File: src/rtl/alu_execute_unit_pkg.sv
// Shared ALU definitions: opcode enum, EX-stage FSM state type and opcode
// classification helpers. Imported by the ALU control decoder and by
// alu_execute_unit / alu_shifter.
package alu_execute_unit_pkg;

   typedef enum logic [3:0] {
      ALU_ADD  = 4'b0000,
      ALU_SUB  = 4'b0001,
      ALU_AND  = 4'b0010,
      ALU_OR   = 4'b0011,
      ALU_XOR  = 4'b0100,
      ALU_SLL  = 4'b0101,
      ALU_SRL  = 4'b0110,
      ALU_SRA  = 4'b0111,
      ALU_SLT  = 4'b1000,
      ALU_SLTU = 4'b1001,
      ALU_BEQ  = 4'b1010,
      ALU_BNE  = 4'b1011,
      ALU_BLT  = 4'b1100,
      ALU_BGE  = 4'b1101,
      ALU_BLTU = 4'b1110,
      ALU_BGEU = 4'b1111
   } alu_op_e;

   typedef enum logic [1:0] {
      ST_IDLE  = 2'd0,
      ST_SHIFT = 2'd1,
      ST_DONE  = 2'd2
   } alu_state_e;

   function automatic logic is_shift_op(input alu_op_e op);
      return (op == ALU_SLL) || (op == ALU_SRL) || (op == ALU_SRA);
   endfunction

   function automatic logic is_branch_op(input alu_op_e op);
      return (op == ALU_BEQ) || (op == ALU_BNE) || (op == ALU_BLT) ||
             (op == ALU_BGE) || (op == ALU_BLTU) || (op == ALU_BGEU);
   endfunction

endpackage

File: src/rtl/alu_shifter.sv
// Shift engine for alu_execute_unit.
// ALU_BARREL_SHIFTER_EN defined : combinational barrel shift of a_i by shamt_i.
// ALU_BARREL_SHIFTER_EN undefined: one bit per cycle; start_i loads the
//   operand and count, done_o flags the cycle whose step is the last one and
//   result_o is the value the working register takes at that step.
module alu_shifter
   import alu_execute_unit_pkg::*;
#(
   parameter int unsigned XLEN = 32,
   localparam int unsigned SHW = $clog2(XLEN)
) (
   input  logic            clk,
   input  logic            rstN,
   input  logic            start_i,
   input  logic            flush_i,
   input  alu_op_e         op_i,
   input  logic [XLEN-1:0] a_i,
   input  logic [SHW-1:0]  shamt_i,
   output logic [XLEN-1:0] result_o,
   output logic            done_o
);

`ifdef ALU_BARREL_SHIFTER_EN

   // Single-cycle shift of the incoming operand
   always_comb begin
      case (op_i)
         ALU_SLL: result_o = a_i << shamt_i;
         ALU_SRL: result_o = a_i >> shamt_i;
         ALU_SRA: result_o = $unsigned($signed(a_i) >>> shamt_i);
         default: result_o = a_i;
      endcase
      done_o = 1'b1;
   end

`else

   logic [XLEN-1:0] work_q;
   logic [SHW-1:0]  cnt_q;
   alu_op_e         op_q;
   logic [XLEN-1:0] step;

   // One-bit step of the working register for the latched shift kind
   always_comb begin
      case (op_q)
         ALU_SLL: step = {work_q[XLEN-2:0], 1'b0};
         ALU_SRL: step = {1'b0, work_q[XLEN-1:1]};
         ALU_SRA: step = {work_q[XLEN-1], work_q[XLEN-1:1]};
         default: step = work_q;
      endcase
   end

   // Working register and remaining-shift counter
   always_ff @(posedge clk or negedge rstN) begin
      if (!rstN) begin
         work_q <= '0;
         cnt_q  <= '0;
         op_q   <= ALU_ADD;
      end else if (flush_i) begin
         work_q <= '0;
         cnt_q  <= '0;
      end else if (start_i) begin
         work_q <= a_i;
         cnt_q  <= shamt_i;
         op_q   <= op_i;
      end else if (cnt_q != '0) begin
         work_q <= step;
         cnt_q  <= cnt_q - SHW'(1);
      end
   end

   assign result_o = step;
   assign done_o   = (cnt_q == SHW'(1));

`endif

endmodule

File: src/rtl/alu_execute_unit.sv
// EX-stage ALU with valid/ready handshakes, registered result and branch
// decision. ALU_BARREL_SHIFTER_EN selects a single-cycle barrel shifter;
// otherwise shifts by a non-zero amount iterate one bit per cycle in SHIFT.
module alu_execute_unit
   import alu_execute_unit_pkg::*;
#(
   parameter int unsigned XLEN = 32
) (
   input  logic            clk,
   input  logic            rstN,
   input  logic            inValid,
   output logic            inReady,
   input  logic [3:0]      aluOp,
   input  logic [XLEN-1:0] operandA,
   input  logic [XLEN-1:0] operandB,
   input  logic            flush,
   output logic            outValid,
   input  logic            outReady,
   output logic [XLEN-1:0] aluResult,
   output logic            branchTaken,
   output logic            busy
);

   localparam int unsigned SHW = $clog2(XLEN);

   alu_state_e      state_q, state_d;
   logic [XLEN-1:0] result_q, result_d;
   logic            taken_q, taken_d;
   logic [XLEN-1:0] comp_res, sh_res;
   logic            comp_taken, sh_done;
   logic            take, iter_start;
   alu_op_e         op;
   logic [SHW-1:0]  shamt;

   assign op    = alu_op_e'(aluOp);
   assign shamt = operandB[SHW-1:0];
   // flush discards an operation offered in the same cycle
   assign take  = inValid && inReady && !flush;

`ifdef ALU_BARREL_SHIFTER_EN
   assign iter_start = 1'b0;
`else
   assign iter_start = take && is_shift_op(op) && (shamt != '0);
`endif

   alu_shifter #(.XLEN(XLEN)) u_shifter (
      .clk      (clk),
      .rstN     (rstN),
      .start_i  (iter_start),
      .flush_i  (flush),
      .op_i     (op),
      .a_i      (operandA),
      .shamt_i  (shamt),
      .result_o (sh_res),
      .done_o   (sh_done)
   );

   // Single-cycle result for every op that does not iterate
   always_comb begin
      comp_res   = '0;
      comp_taken = 1'b0;
      case (op)
         ALU_ADD:  comp_res = operandA + operandB;
         ALU_SUB:  comp_res = operandA - operandB;
         ALU_AND:  comp_res = operandA & operandB;
         ALU_OR:   comp_res = operandA | operandB;
         ALU_XOR:  comp_res = operandA ^ operandB;
`ifdef ALU_BARREL_SHIFTER_EN
         ALU_SLL, ALU_SRL, ALU_SRA: comp_res = sh_res;
`else
         ALU_SLL, ALU_SRL, ALU_SRA: comp_res = operandA;
`endif
         ALU_SLT:  comp_res = XLEN'($signed(operandA) < $signed(operandB));
         ALU_SLTU: comp_res = XLEN'(operandA < operandB);
         ALU_BEQ:  comp_taken = (operandA == operandB);
         ALU_BNE:  comp_taken = (operandA != operandB);
         ALU_BLT:  comp_taken = ($signed(operandA) < $signed(operandB));
         ALU_BGE:  comp_taken = ($signed(operandA) >= $signed(operandB));
         ALU_BLTU: comp_taken = (operandA < operandB);
         ALU_BGEU: comp_taken = (operandA >= operandB);
         default:  comp_res = '0;
      endcase
      if (is_branch_op(op)) comp_res = XLEN'(comp_taken);
   end

   // Result register next value: direct compute on accept, shifter on last step
   always_comb begin
      result_d = result_q;
      taken_d  = taken_q;
      if (flush) begin
         result_d = '0;
         taken_d  = 1'b0;
      end else if (take && !iter_start) begin
         result_d = comp_res;
         taken_d  = comp_taken;
      end else if ((state_q == ST_SHIFT) && sh_done) begin
         result_d = sh_res;
         taken_d  = 1'b0;
      end
   end

   // Result and branch-decision registers
   always_ff @(posedge clk or negedge rstN) begin
      if (!rstN) begin
         result_q <= '0;
         taken_q  <= 1'b0;
      end else begin
         result_q <= result_d;
         taken_q  <= taken_d;
      end
   end

   // FSM state register
   always_ff @(posedge clk or negedge rstN) begin
      if (!rstN) state_q <= ST_IDLE;
      else       state_q <= state_d;
   end

   // FSM next state
   always_comb begin
      state_d = state_q;
      if (flush) begin
         state_d = ST_IDLE;
      end else begin
         case (state_q)
            ST_IDLE, ST_DONE: begin
               if (take)                                  state_d = iter_start ? ST_SHIFT : ST_DONE;
               else if ((state_q == ST_DONE) && outReady) state_d = ST_IDLE;
            end
            ST_SHIFT: if (sh_done) state_d = ST_DONE;
            default:  state_d = ST_IDLE;
         endcase
      end
   end

   // FSM outputs
   always_comb begin
      inReady  = rstN && ((state_q == ST_IDLE) || ((state_q == ST_DONE) && outReady));
      outValid = (state_q == ST_DONE);
`ifdef ALU_BARREL_SHIFTER_EN
      busy     = 1'b0;
`else
      busy     = (state_q == ST_SHIFT);
`endif
   end

   assign aluResult   = result_q;
   assign branchTaken = taken_q;

endmodule
File: config.mk
export PLATFORM = sky130hd
export DESIGN_NAME = alu_execute_unit
export DESIGN_NICKNAME = d
export VERILOG_FILES = /design/src/rtl/alu_execute_unit_pkg.sv /design/src/rtl/alu_shifter.sv /design/src/rtl/alu_execute_unit.sv
export SDC_FILE = /design/constraint.sdc
export NUM_CORES = 1
export LEC_CHECK = 0
export BUFFER_PORTS_ARGS = -buffer_cell sky130_fd_sc_hd__buf_2
export CORE_UTILIZATION = 42
export DETAILED_ROUTE_END_ITERATION = 10
export HOLD_SLACK_MARGIN = 0.12
export PLACE_DENSITY_LB_ADDON = 0.12
export SLEW_MARGIN = 20
export SYNTH_ARGS = -nofsm -noshare
export SYNTH_HDL_FRONTEND = slang
export SYNTH_SLANG_ARGS = --single-unit
File: constraint.sdc
create_clock -name clk -period 2.8 [get_ports clk]
set_clock_uncertainty 0.05 [all_clocks]
set_input_delay 0.28 -clock clk [delete_from_list [all_inputs] [get_ports clk]]
set_output_delay 0.28 -clock clk [all_outputs]
set_load 0.02 [all_outputs]
==> metrics.txt <==
Fmax=364.9 MHz; setup ws final=0.05988 ns; Synth Register Bits=76; maximum clock insertion buffer count=2; TritonCTS Sinks=76; Cell Rows=54; maximum vdd drop=0.9152 mV; fin crit share=97.86%; CTS tree=built; PwrDens=481.0 nW/um^2; Max-Cap Viols=0; total gr overflow=0; DP Area=12100 um^2; Post-synth ARST share=100.0%; area of the core=21890 um^2; IO buf count=108; Yosys warning count=0; endpoints failing hold=0; pre-CTS WS=-0.5004 ns; Post-Syn Instances=1299; synth-to-layout area growth=35.36%; vias in the first global route=10.68k; Worst slew margin=48.91%; critical path arrival=2.93 ns; Slew Limit Fails=0; io pins=109; Final nets=1784; drt initial violations=1140; Multi-input gate area=7079 um^2; sequential cell area=1902 um^2; outcome=complete, no violations; Min-Delay Path Class=in -> reg; Die Ht=151.7 um; Final min period=2.740 ns; Vias/cell=6.068; 1st-pass router iterations=9; CP Class=in -> reg; # DRC=0; Clock Tree Root=clkbuf_16; Synth Cell Area=9417 um^2; top-area cell type share of the netlist area=20.20%; worst-path fanout max=4; largest net degree at the start of global routing=51; worst path required time=2.99 ns; DIE WIDTH=151.7 um; via count=11.46k; crit start category=primary input; Pleak=6.024 nW; ratio of cells with drive above 1 in the final layout=28.98%; die area=23020 um^2; fin area=12750 um^2; final setup violation count=0; H-Tree Depth=3; Worst-path clk slew=0.07 ns; Tightest Pin Transition=0.7645 ns; cts bufs inserted=9; EDFF count, synth=0; Post-DRT Antenna Nets=0; Synth area leader=dfrtp_1; starting density of the core=43.02%; fill cell count=2150; Synth Net Count=1480; final wirelength=40600 um; DR WL/cell=21.49 um; Non-Filler Instances=1889; Worst-Skew Late Latency=0.35 ns; synth unique cells=78; Overall Global Routing Usage=35.58%; sequential area share after synthesis=20.20%; routability cong.=0.9848; synth top area cells=dfrtp_1 20%, ha_1 14%, a21oi_1 8.5%; initial antenna violation count=1; Top FF cell, synth=dfrtp_1; placed insts=1867; CP endpoint kind=flop; Final HPWL DP=31670 um; first-pass GRT wire length=61460 um; syn avg cell area=7.249 um^2
worst max-delay path, cell delays in order:
cell	delay [ns]
buf_2	0.13
ha_1	0.24
fa_2	0.38
a211oi_2	0.24
buf_4	0.15
o211ai_1	0.15
a21oi_1	0.21
buf_4	0.18
nor3_4	0.05
o21ai_1	0.22
a211oi_1	0.14
or3_1	0.32
nand3_1	0.15
a31oi_1	0.10
registers in the layout, summed over array words and instances (netlist names):
signal and flops:
u_shifter.cnt_q 5, u_shifter.work_q 32, aluResult 32, u_shifter.op_q 4, state_q 2, branchTaken 1
stage by stage:
stage	hold WS (ns)	power, mW	util (%)	TNS [ns]
after floorplan	-0.06559	3.382	-	-0.04167
after global placement	0.3256	4.618	55.27	-5.922
after detailed placement	0.3258	4.630	55.27	-6.091
after CTS	0.1745	6.008	56.96	0
after global routing	0.1959	6.512	58.22	-0.05264
final	0.1739	6.131	58.22	0
where the power goes:
part / leakage, nW / switching [mW] / total, mW / internal (mW)
clock network: 0.160 / 0.547 / 1.36 / 0.815
logic: 4.83 / 1.95 / 3.25 / 1.30
registers: 1.03 / 0.219 / 1.52 / 1.30
path summary, 6_finish.rpt:
check	startpoint	endpoint	slack [ns]	cells after the start
hold reg to reg	aluResult[6]	aluResult[6]	0.43	2
hold / removal	outReady	state_q[1]	0.17	3
setup reg to reg	state_q[1]	aluResult[26]	0.24	9
max in group asynchronous	rstN	aluResult[31]	1.15	4
setup / recovery	operandA[0]	aluResult[28]	0.06	14
min in group asynchronous	rstN	aluResult[6]	0.48	3
metal layers:
layer / part of all wire (%) / vias to the layer above / wire length [um] / global-route usage, %
li1: - / 5346 / - / -
met1: 47 / 5570 / 19210 / 53.04
met2: 43 / 483 / 17510 / 53.36
met3: 7.8 / 63 / 3168 / 4.760
met4: 1.8 / 0 / 713 / 8.663
met5: 0 / - / 0 / 0
cells in the final DEF, fill, tap and decap left out, types with 11 or more instances in the layout:
master    count
a211oi_1     47
a21oi_1     157
a222oi_1     22
a22o_1       13
a22oi_1      14
a31oi_1      15
buf_2       101
buf_4       277
dfrtp_1      76
ha_1         94
inv_1        90
nand2_1     131
nand3_1      43
nor2_1      107
nor2b_1      11
nor3_1       23
o211ai_1     29
o21ai_0      80
o21bai_1     12
o31ai_1      12
xnor2_1      16
cell usage after synthesis (5+ instances only):
cell type / number
dfrtp_1: 76
a21o_1: 8
nand4_1: 6
o31ai_1: 14
a22o_1: 13
nor4_1: 8
nand2_1: 131
a21oi_1: 159
a211oi_1: 52
and2_1: 7
a22oi_1: 14
nand3_1: 43
nor2b_1: 12
inv_1: 96
xor2_1: 5
o21ai_1: 7
a222oi_1: 22
ha_1: 106
mux2i_1: 8
clkbuf_1: 86
nor3b_1: 6
nor2_1: 111
a221oi_1: 8
o21ai_0: 83
o21a_1: 8
o211ai_1: 29
a31oi_1: 16
nand2b_1: 10
o21bai_1: 13
buf_1: 5
nor3_1: 26
and3_1: 10
or3_1: 10
xnor2_1: 16
logic make-up after synthesis:
| group | count (synthesis) | share of synthesized area (%) |
|---|---|---|
| xor gates and xnor gates | 21 | 1.953 |
| muxes | 9 | 1.010 |
| AOI/OAI and AO/OA | 498 | 35.01 |
| adders and majority gates | 108 | 14.51 |
| and+or+nand+nor | 397 | 19.61 |
| DFF | 76 | 20.20 |
| buffers and inverters | 190 | 7.707 |
area by class of cell:
| type | count | share of cell area, % |
|---|---|---|
| clock buffer | 10 | 1.875 |
| inverter | 96 | 2.984 |
| clock inverter | 6 | 0.7362 |
| multi-input combinational | 1033 | 55.54 |
| sequential | 76 | 14.92 |
| timing repair buffer | 387 | 21.17 |
| tap | 280 | 2.749 |
| antenna | 1 | 0.01963 |
timing repair:
action | in CTS | in global routing
endpoints found under the hold margin | 29 | 0
buffers inserted | 0 | 4
pin swaps | 1 | 20
setup endpoints to repair | 7 | 14
gates resized for setup | 7 | 46
hold buffers | 1 | 0
Power figures use the tool's default switching activity.
